==> config.mk <==
export PLATFORM = sky130hd
export DESIGN_NAME = sum_seq_ctrl
export DESIGN_NICKNAME = d
export VERILOG_FILES = /design/src/rtl/sum_seq_ctrl_pkg.sv /design/src/rtl/sum_seq_ctrl_load_pipe.sv /design/src/rtl/sum_seq_ctrl.sv
export SDC_FILE = /design/constraint.sdc
export NUM_CORES = 1
export LEC_CHECK = 0
export BUFFER_PORTS_ARGS = -buffer_cell sky130_fd_sc_hd__buf_2
export CAP_MARGIN = 30
export CORE_ASPECT_RATIO = 0.5
export CORE_MARGIN = 3
export CORE_UTILIZATION = 50
export DETAILED_ROUTE_END_ITERATION = 7
export PLACE_DENSITY = 0.83
export SYNTH_ARGS = -nofsm -noshare
export SYNTH_HDL_FRONTEND = slang
export SYNTH_HIERARCHICAL = 1
export SYNTH_SLANG_ARGS = --single-unit
==> constraint.sdc <==
create_clock -name clk -period 4.95 [get_ports clk]
set_input_delay 0 -clock clk [delete_from_list [all_inputs] [get_ports clk]]
set_output_delay 0 -clock clk [all_outputs]
set_load 0.05 [all_outputs]
==> src/rtl/sum_seq_ctrl_pkg.sv <==
// Shared definitions for the memory-accumulator sequencer: state codes, latency
// ceiling and the DEPTH/ADDR_W legality check.
package sum_seq_ctrl_pkg;

    typedef logic [2:0] state_t;

    localparam state_t StIdle   = 3'd0;
    localparam state_t StClear  = 3'd1;
    localparam state_t StRun    = 3'd2;
    localparam state_t StDrain  = 3'd3;
    localparam state_t StTransf = 3'd4;
    localparam state_t StWrite  = 3'd5;

    localparam int unsigned RD_LAT_MAX = 4;

    function automatic bit depth_legal(int unsigned depth, int unsigned addr_w);
        return (depth >= 2) && (depth <= (32'd1 << addr_w));
    endfunction

endpackage

==> src/rtl/sum_seq_ctrl_load_pipe.sv <==
// Read-latency tracker: one valid bit per outstanding read, load fires when a
// token reaches the last stage.
module sum_seq_ctrl_load_pipe #(
    parameter int unsigned RD_LAT = 1
) (
    input  logic clk,
    input  logic reset,
    input  logic push,
    input  logic flush,
    output logic load,
    output logic empty
);

    logic [RD_LAT-1:0] valid_q, valid_d, behind;

    always_comb begin
        valid_d = (valid_q << 1) | RD_LAT'(push);
        if (flush) begin
            valid_d = '0;
        end
        // empty means nothing queued behind the token loading this cycle
        behind             = valid_q;
        behind[RD_LAT-1]   = 1'b0;
    end

    always_ff @(posedge clk or negedge reset) begin
        if (!reset) begin
            valid_q <= '0;
        end else begin
            valid_q <= valid_d;
        end
    end

    assign load  = valid_q[RD_LAT-1];
    assign empty = (behind == '0);

endmodule

==> src/rtl/sum_seq_ctrl.sv <==
// Sequencer for the RAM + accumulator datapath: optional clear, wrapping read
// burst with a fixed read latency, then transfer and write-back of the sum.
module sum_seq_ctrl
    import sum_seq_ctrl_pkg::*;
#(
    parameter int unsigned ADDR_W = 5,
    parameter int unsigned DEPTH  = 32,
    parameter int unsigned RD_LAT = 1
) (
    input  logic              clk,
    input  logic              reset,
    input  logic              start,
    input  logic [ADDR_W-1:0] base_addr,
    input  logic [ADDR_W:0]   count,
    input  logic [ADDR_W-1:0] dst_addr,
    input  logic              acc_keep,
    input  logic              abort,
    output logic [ADDR_W-1:0] address,
    output logic              rden,
    output logic              wren,
    output logic              load,
    output logic              clear,
    output logic              transf,
    output logic              ready,
    output logic              done,
    output logic              err
);

    if (!depth_legal(DEPTH, ADDR_W) || (RD_LAT < 1) || (RD_LAT > RD_LAT_MAX)) begin : g_bad_param
        $error("sum_seq_ctrl: illegal DEPTH/ADDR_W/RD_LAT combination");
    end

    localparam logic [ADDR_W:0]   DepthW   = (ADDR_W+1)'(DEPTH);
    localparam logic [ADDR_W-1:0] LastAddr = ADDR_W'(DEPTH - 1);

    state_t            state_q, state_d;
    logic [ADDR_W-1:0] ptr_q, ptr_d;
    logic [ADDR_W:0]   cnt_q, cnt_d;
    logic [ADDR_W-1:0] dst_q, dst_d;
    logic              done_q, done_d;
    logic              err_q, err_d;
    logic              start_ok, kill, pipe_empty;

    assign start_ok = ({1'b0, base_addr} < DepthW) && (count <= DepthW);
    assign kill     = abort && (state_q != StIdle);

    always_comb begin
        state_d = state_q;
        ptr_d   = ptr_q;
        cnt_d   = cnt_q;
        dst_d   = dst_q;
        done_d  = 1'b0;
        err_d   = 1'b0;
        if (kill) begin
            state_d = StIdle;
        end else begin
            case (state_q)
                StIdle: begin
                    if (start) begin
                        if (start_ok) begin
                            ptr_d = base_addr;
                            cnt_d = count;
                            dst_d = dst_addr;
                            if (!acc_keep) begin
                                state_d = StClear;
                            end else if (count == '0) begin
                                state_d = StTransf;
                            end else begin
                                state_d = StRun;
                            end
                        end else begin
                            err_d = 1'b1;
                        end
                    end
                end
                StClear:  state_d = (cnt_q == '0) ? StTransf : StRun;
                StRun: begin
                    ptr_d = (ptr_q == LastAddr) ? '0 : ptr_q + 1'b1;
                    cnt_d = cnt_q - 1'b1;
                    if (cnt_q == (ADDR_W+1)'(1)) begin
                        state_d = StDrain;
                    end
                end
                StDrain: begin
                    if (pipe_empty) begin
                        state_d = StTransf;
                    end
                end
                StTransf: state_d = StWrite;
                StWrite: begin
                    state_d = StIdle;
                    done_d  = 1'b1;
                end
                default:  state_d = StIdle;
            endcase
        end
    end

    always_ff @(posedge clk or negedge reset) begin
        if (!reset) begin
            state_q <= StIdle;
            ptr_q   <= '0;
            cnt_q   <= '0;
            dst_q   <= '0;
            done_q  <= 1'b0;
            err_q   <= 1'b0;
        end else begin
            state_q <= state_d;
            ptr_q   <= ptr_d;
            cnt_q   <= cnt_d;
            dst_q   <= dst_d;
            done_q  <= done_d;
            err_q   <= err_d;
        end
    end

    sum_seq_ctrl_load_pipe #(
        .RD_LAT(RD_LAT)
    ) u_load_pipe (
        .clk  (clk),
        .reset(reset),
        .push (rden),
        .flush(kill),
        .load (load),
        .empty(pipe_empty)
    );

    always_comb begin
        address = dst_q;
        if (state_q == StIdle) begin
            address = '0;
        end else if (state_q == StRun) begin
            address = ptr_q;
        end
    end

    assign rden   = (state_q == StRun);
    assign clear  = (state_q == StClear);
    assign transf = (state_q == StTransf);
    assign wren   = (state_q == StWrite);
    assign ready  = (state_q == StIdle);
    assign done   = done_q;
    assign err    = err_q;

endmodule

# --- Word-level counts from Yosys, hierarchy flattened ---
# Index checks and enable logic that the tools add are counted.
# W data, S select, Z words.
totals:
  reg_bits: 22
  output_inout_bits: 13
  elab_cells: 56
classes:
  addsub: 2
  n_lt_le_gt_ge: 1
  n_eq_ne: 12
  mux: 24
  bitwise: 1
  reduce_logical: 9
ops:
  columns: ["operator", "count"]
  rows:
  - ["$mux W5", 5]
  - ["$mux W3", 7]
  - ["$pmux W3 S5", 1]
  - ["$logic_not A6 Y1", 2]
  - ["$mux W6", 2]
  - ["$pmux W6 S2", 1]
  - ["$pmux W5 S2", 1]
  - ["$reduce_and A4 Y1", 2]
  - ["$mux W1", 7]
  - ["$eq A3 B2 Y1 const B", 2]
  - ["$eq A3 B3 Y1 const B", 2]
  - ["$eq A6 B1 Y1 const B", 1]
  - ["$le A6 B6 Y1 const B", 1]
  - ["$ne A3 B1 Y1 const B", 2]
  - ["$sub A6 B1 Y6 const B", 1]
  - ["$add A5 B1 Y5 const B", 1]
  - ["$eq A5 B5 Y1 const B", 1]
  - ["$eq A3 B1 Y1 const B", 1]
  - ["$logic_not A3 Y1", 1]
  - ["$ne A3 B2 Y1 const B", 1]
  - ["$reduce_and A3 Y1", 1]
  - ["$reduce_bool A3 Y1", 1]
  - ["$ne A2 B1 Y1 const B", 1]
  - ["$ne A2 B2 Y1 const B", 1]
  - ["other kinds (3)", 3]

# --- Depth between registers and ports, before layout ---
depth:
  ltp_word: 7
  mapped_depth: 7
  depth_no_buf: 6

# --- Modules after synthesis ---
# The synthesis kept the hierarchy.
modules_own_cells:
  columns: ["mod", "instances", "cells_each", "area_per_inst_um2"]
  rows:
  - ["sum_seq_ctrl", 1, 152, 1380.1]
  - ["sum_seq_ctrl_load_pipe", 1, 4, 50.0]

# --- Least setup slack after synthesis ---
# No wires, ideal clock.
synth_timing:
  path_kind: "reg-to-output"
  startpoint: "register state_q[0]"
  endpoint: "output address[0]"
  arrival_time_ps: 2220
  slack_ps: 2730
  path_stages_with_launch: 8
  cell_sequence: "dfrtp_1 > buf_2 > or3b_1 > clkbuf_1 > inv_2 > buf_4 > nand2_1 > a21oi_1"
synth_via:
  elab_chain_len: 3
synth_lines:
  columns: ["item", "line_no", "text"]
  rows:
  - ["from (decl)", "sum_seq_ctrl.sv:36", "state_t state_q, state_d;"]
  - ["from (signal assigned)", "sum_seq_ctrl.sv:101", "state_q <= StIdle;"]
  - ["from (signal assigned)", "sum_seq_ctrl.sv:108", "state_q <= state_d;"]
  - ["$eq A3 B2 Y1", null, null]
  - ["via rden", "sum_seq_ctrl.sv:19", "output logic rden,"]
  - ["$mux W5", "sum_seq_ctrl.sv:132", "end else if (state_q == StRun) begin"]
  - ["$mux W5", "sum_seq_ctrl.sv:130", "if (state_q == StIdle) begin"]
  - ["to (decl)", "sum_seq_ctrl.sv:18", "output logic [ADDR_W-1:0] address,"]
# The timed path passes the listed nets, and every way through them passes these cells.

# --- Final worst setup path ---
layout_timing:
  startpoint: "register state_q[2]"
  endpoint: "output address[4]"
layout_via:
  elab_chain_len: 3
layout_lines:
  columns: ["item", "line_no"]
  rows:
  - ["$eq A3 B2 Y1", "sum_seq_ctrl.sv:132"]
  - ["$mux W5", "sum_seq_ctrl.sv:132"]
  - ["$mux W5 (*)", "sum_seq_ctrl.sv:130"]
# Mark *: on every way between the ends. The rest lies on a longest branch, timed or not.

==> summary.md <==
| Metric | Value |
|---|---|
| Crit path kind | `flop to output pin` |
| IO Pins | `34` |
| Max frequency | `422 MHz` |
| R2R Path End | `ptr_q[3]` |
| Largest net degree at the start of global routing | `23` |
| Crit path max fanout | `17` |
| Initial Util | `53.9%` |
| Post-Syn Area | `1430 um^2` |
| Global-route usage over all layers | `22.9%` |
| Worst Hold Depth | `3` |
| Slew Limit Fails | `0` |
| H-Tree Depth | `1` |
| Setup TNS | `0 ns` |
| Net Count, Synth | `181` |
| Crit share post-route | `47.8%` |
| DRT antenna net count | `0` |
| Global-route wire length before repair | `6.17 mm` |
| Worst-Skew Late Latency | `0.27 ns` |
| Slew HR | `48.6%` |
| Worst-Margin Slew | `0.767 ns` |
| Syn Inst Count | `156` |
| Hold endpoint | `cnt_q[0]` |
| Top FF cell, synth | `dfrtp_1` |
| Post-route DRC | `0` |
| Crit-path slowest cell | `or3b_1` |
| Startpoint of the worst hold path | `count[0]` |
| Crit path DAT | `2.37 ns` |
| Post-synth EDFFs | `0` |
| Fillcell total | `213` |
| Postcts setup bufs | `0` |
| # rows | `13` |
| Startpoint types | `flop` |
| Synth Area in Adders | `3.50%` |
| GRT overflow | `0` |
| Dpl hpwl | `2.61 mm` |
| Initial antenna violation count | `0` |
| Die W | `81.6 um` |
| Synth Area in XOR/XNOR | `0%` |
| Worst EP required | `4.95 ns` |
| Synth Area in Compound Gates | `23.7%` |
| DRT iter0 DRCs | `62` |
| Vias in the first global route | `1346` |
| Mean area per synthesized cell | `9.17 um^2` |
| Tot Pwr | `1180 uW` |
| Drt wl/cell | `16.2 um` |
| Reg-to-reg slack, setup | `2.82 ns` |
| Ys Warns | `6` |
| Hold violation count in the final report | `0` |
| Worst stage delay on the critical path | `0.68 ns` |
| Area of the die | `3580 um^2` |
| Area Overhead vs Synth | `21.7%` |
| Vias per inst | `5.91` |
| I/O Buffers | `33` |
| Count of nets after finishing | `218` |
| VDD IR max | `0.000377 V` |
| Leak | `0.000817 uW` |
| Crit path time final | `2.37 ns` |
| DR pass1 iterations | `5` |
| Final setup fails | `0` |
| Mux share of post-synthesis cell area | `7.00%` |
| Root buffer cell | `clkbuf_8` |
| CTS Buf Count | `3` |
| Final WL | `3.71 mm` |
| Buffers from clock root to sink, at most | `2` |
| RSZ-0062 raised after global routing | `false` |
| Sequential area share after synthesis | `38.5%` |
| R2R cell count | `4` |
| PD cells | `676 nW/um^2` |
| Crit end category | `output pin` |
| Largest family of logic cells by synthesized area | `compound AO/OA/AOI/OAI gates` |
| Clock sink count | `22` |
| Flops & latches, synth | `22` |
| Gpl congestion | `0.990` |
| Asr flop ratio synth | `100%` |
| CP Cell Sequence | `or3b_1 -> inv_2 -> nand2_1 -> a21oi_1 -> buf_2` |
| CTS tree | `done` |
| Yosys cell types | `42` |
| Layout cells sized above 1 | `27.6%` |
| Clock slew at reported path FFs | `0.08 ns` |
| Simple-gate portion of the synthesized area | `22.0%` |
| Via Count | `1353` |
| Top cell family by delay on the critical path | `simple AND/OR/NAND/NOR gates` |
| Buffers & Inverters on Critical Path | `2` |
| Worst hold path class | `input port to flop` |
| Core area | `2650 um^2` |
| Max Cap Violations | `0` |
| ANT cells | `0` |
| Clk_skew | `0.00306 ns` |
| Reg2reg start | `state_q[2]` |
| Status | `finished clean` |
| Worst hold slack | `0.0168 ns` |
| Die Y | `43.8 um` |
[sequential cells by signal, summed over array words and instances (netlist names)]
signal / cells
state_q: 3
u_load_pipe/load: 1
dst_q: 5
cnt_q: 6
err: 1
ptr_q: 5
done: 1
[worst reg2reg max path, cell delays in order, from the launching register on]
cell	delay [ns]
dfrtp_1	0.55
nor3_2	0.66
nand4b_1	0.42
a22oi_1	0.27
o22ai_1	0.11
[Yosys cell counts (all sizes together), types with 2 or more instances]
| library cell | count | area share, % |
|---|---|---|
| dfrtp | 22 | 38 |
| nand2 | 19 | 5.0 |
| nor2 | 14 | 3.7 |
| a21oi | 12 | 4.2 |
| inv | 8 | 2.1 |
| mux2 | 8 | 6.3 |
| a31oi | 7 | 4.1 |
| buf | 6 | 2.4 |
| o22a | 5 | 3.1 |
| o22ai | 5 | 2.2 |
| a2bb2oi | 4 | 2.4 |
| and3 | 4 | 1.7 |
| ha | 4 | 3.5 |
| nor3 | 4 | 1.7 |
| nand3 | 3 | 1.4 |
| nor2b | 3 | 1.8 |
| nor3b | 3 | 1.6 |
| o21ai | 3 | 1.8 |
| a22oi | 2 | 1.0 |
| clkbuf | 2 | 0.53 |
| nand4b | 2 | 1.2 |
| nor4 | 2 | 0.87 |
| o32ai | 2 | 1.2 |
[placed cells by master, fill, tap and decap left out, drive strengths merged, types with 2 or more instances in the layout]
cell type and count:
o22ai 5, nand4b 2, a2bb2oi 4, o22a 5, nor3 4, a21oi 12
buf 33, mux2 8, nor2 14, nand3 3, and3 4, clkbuf 3
dfrtp 22, a31oi 7, nor3b 3, o21ai 3, a22oi 2, dlygate4sd3 7
nor2b 3, nor4 2, inv 8, ha 4, nand2 19, o32ai 2
[layer usage]
metal	up-vias	wire, um	GRT usage, %
li1	645	-	-
met1	646	1660	28.8
met2	47	1730	37.7
met3	15	181	4.98
met4	0	140	11.6
met5	-	0	0
[metrics by stage]
step | cells | area (um^2) | setup WS [ns] | utilization, %
detailed placement | 218 | 1600 | 2.84 | 60.3
floorplan | 156 | 1430 | 2.73 | -
finish | 229 | 1740 | 2.58 | 65.6
CTS | 229 | 1740 | 2.60 | 65.6
global placement | 218 | 1600 | 2.93 | 60.3
global route | 229 | 1740 | 2.45 | 65.6
[worst max-delay path by stage]
stage                     slack, ns        from  depth (start not counted)          to
final                          2.58  state_q[2]                          5  address[4]
after global routing           2.45  state_q[2]                          5  address[4]
after CTS                      2.60  state_q[2]                          5  address[4]
after detailed placement       2.84  state_q[2]                          4    ptr_q[3]
after global placement         2.93  state_q[2]                          4    ptr_q[3]
after floorplan                2.73  state_q[0]                          7  address[0]
[timing repair]
action                                 4_1_cts  5_1_grt
resized for setup                            0        0
hold buffers                                 7        0
endpoints found under the hold margin       28        0
[cells by family (layout without fill, tap and decap cells)]
| logic type | after synthesis | count (layout) |
|---|---|---|
| other | 1 | 1 |
| adders and majority gates | 4 | 4 |
| muxes | 9 | 9 |
| AOI/OAI and AO/OA | 46 | 46 |
| buffers and inverters | 16 | 52 |
| and+or+nand+nor | 58 | 58 |
| DFF | 22 | 22 |
[final cells by class]
| type | count | area (um^2) | share of cell area [%] |
|---|---|---|---|
| clock buffers | 3 | 41.3 | 2.37 |
| clock inverters | 1 | 30.0 | 1.73 |
| inverters | 8 | 30.0 | 1.73 |
| multi-input cells | 118 | 807 | 46.4 |
| flip-flops and latches | 22 | 551 | 31.6 |
| well taps | 37 | 46.3 | 2.66 |
| repair buffers | 40 | 235 | 13.5 |
[where the power goes]
group | switching, uW | internal, uW
combinational | 430 | 230
clock | 65.1 | 108
sequential | 83.2 | 261
Power figures use the tool's default switching activity.
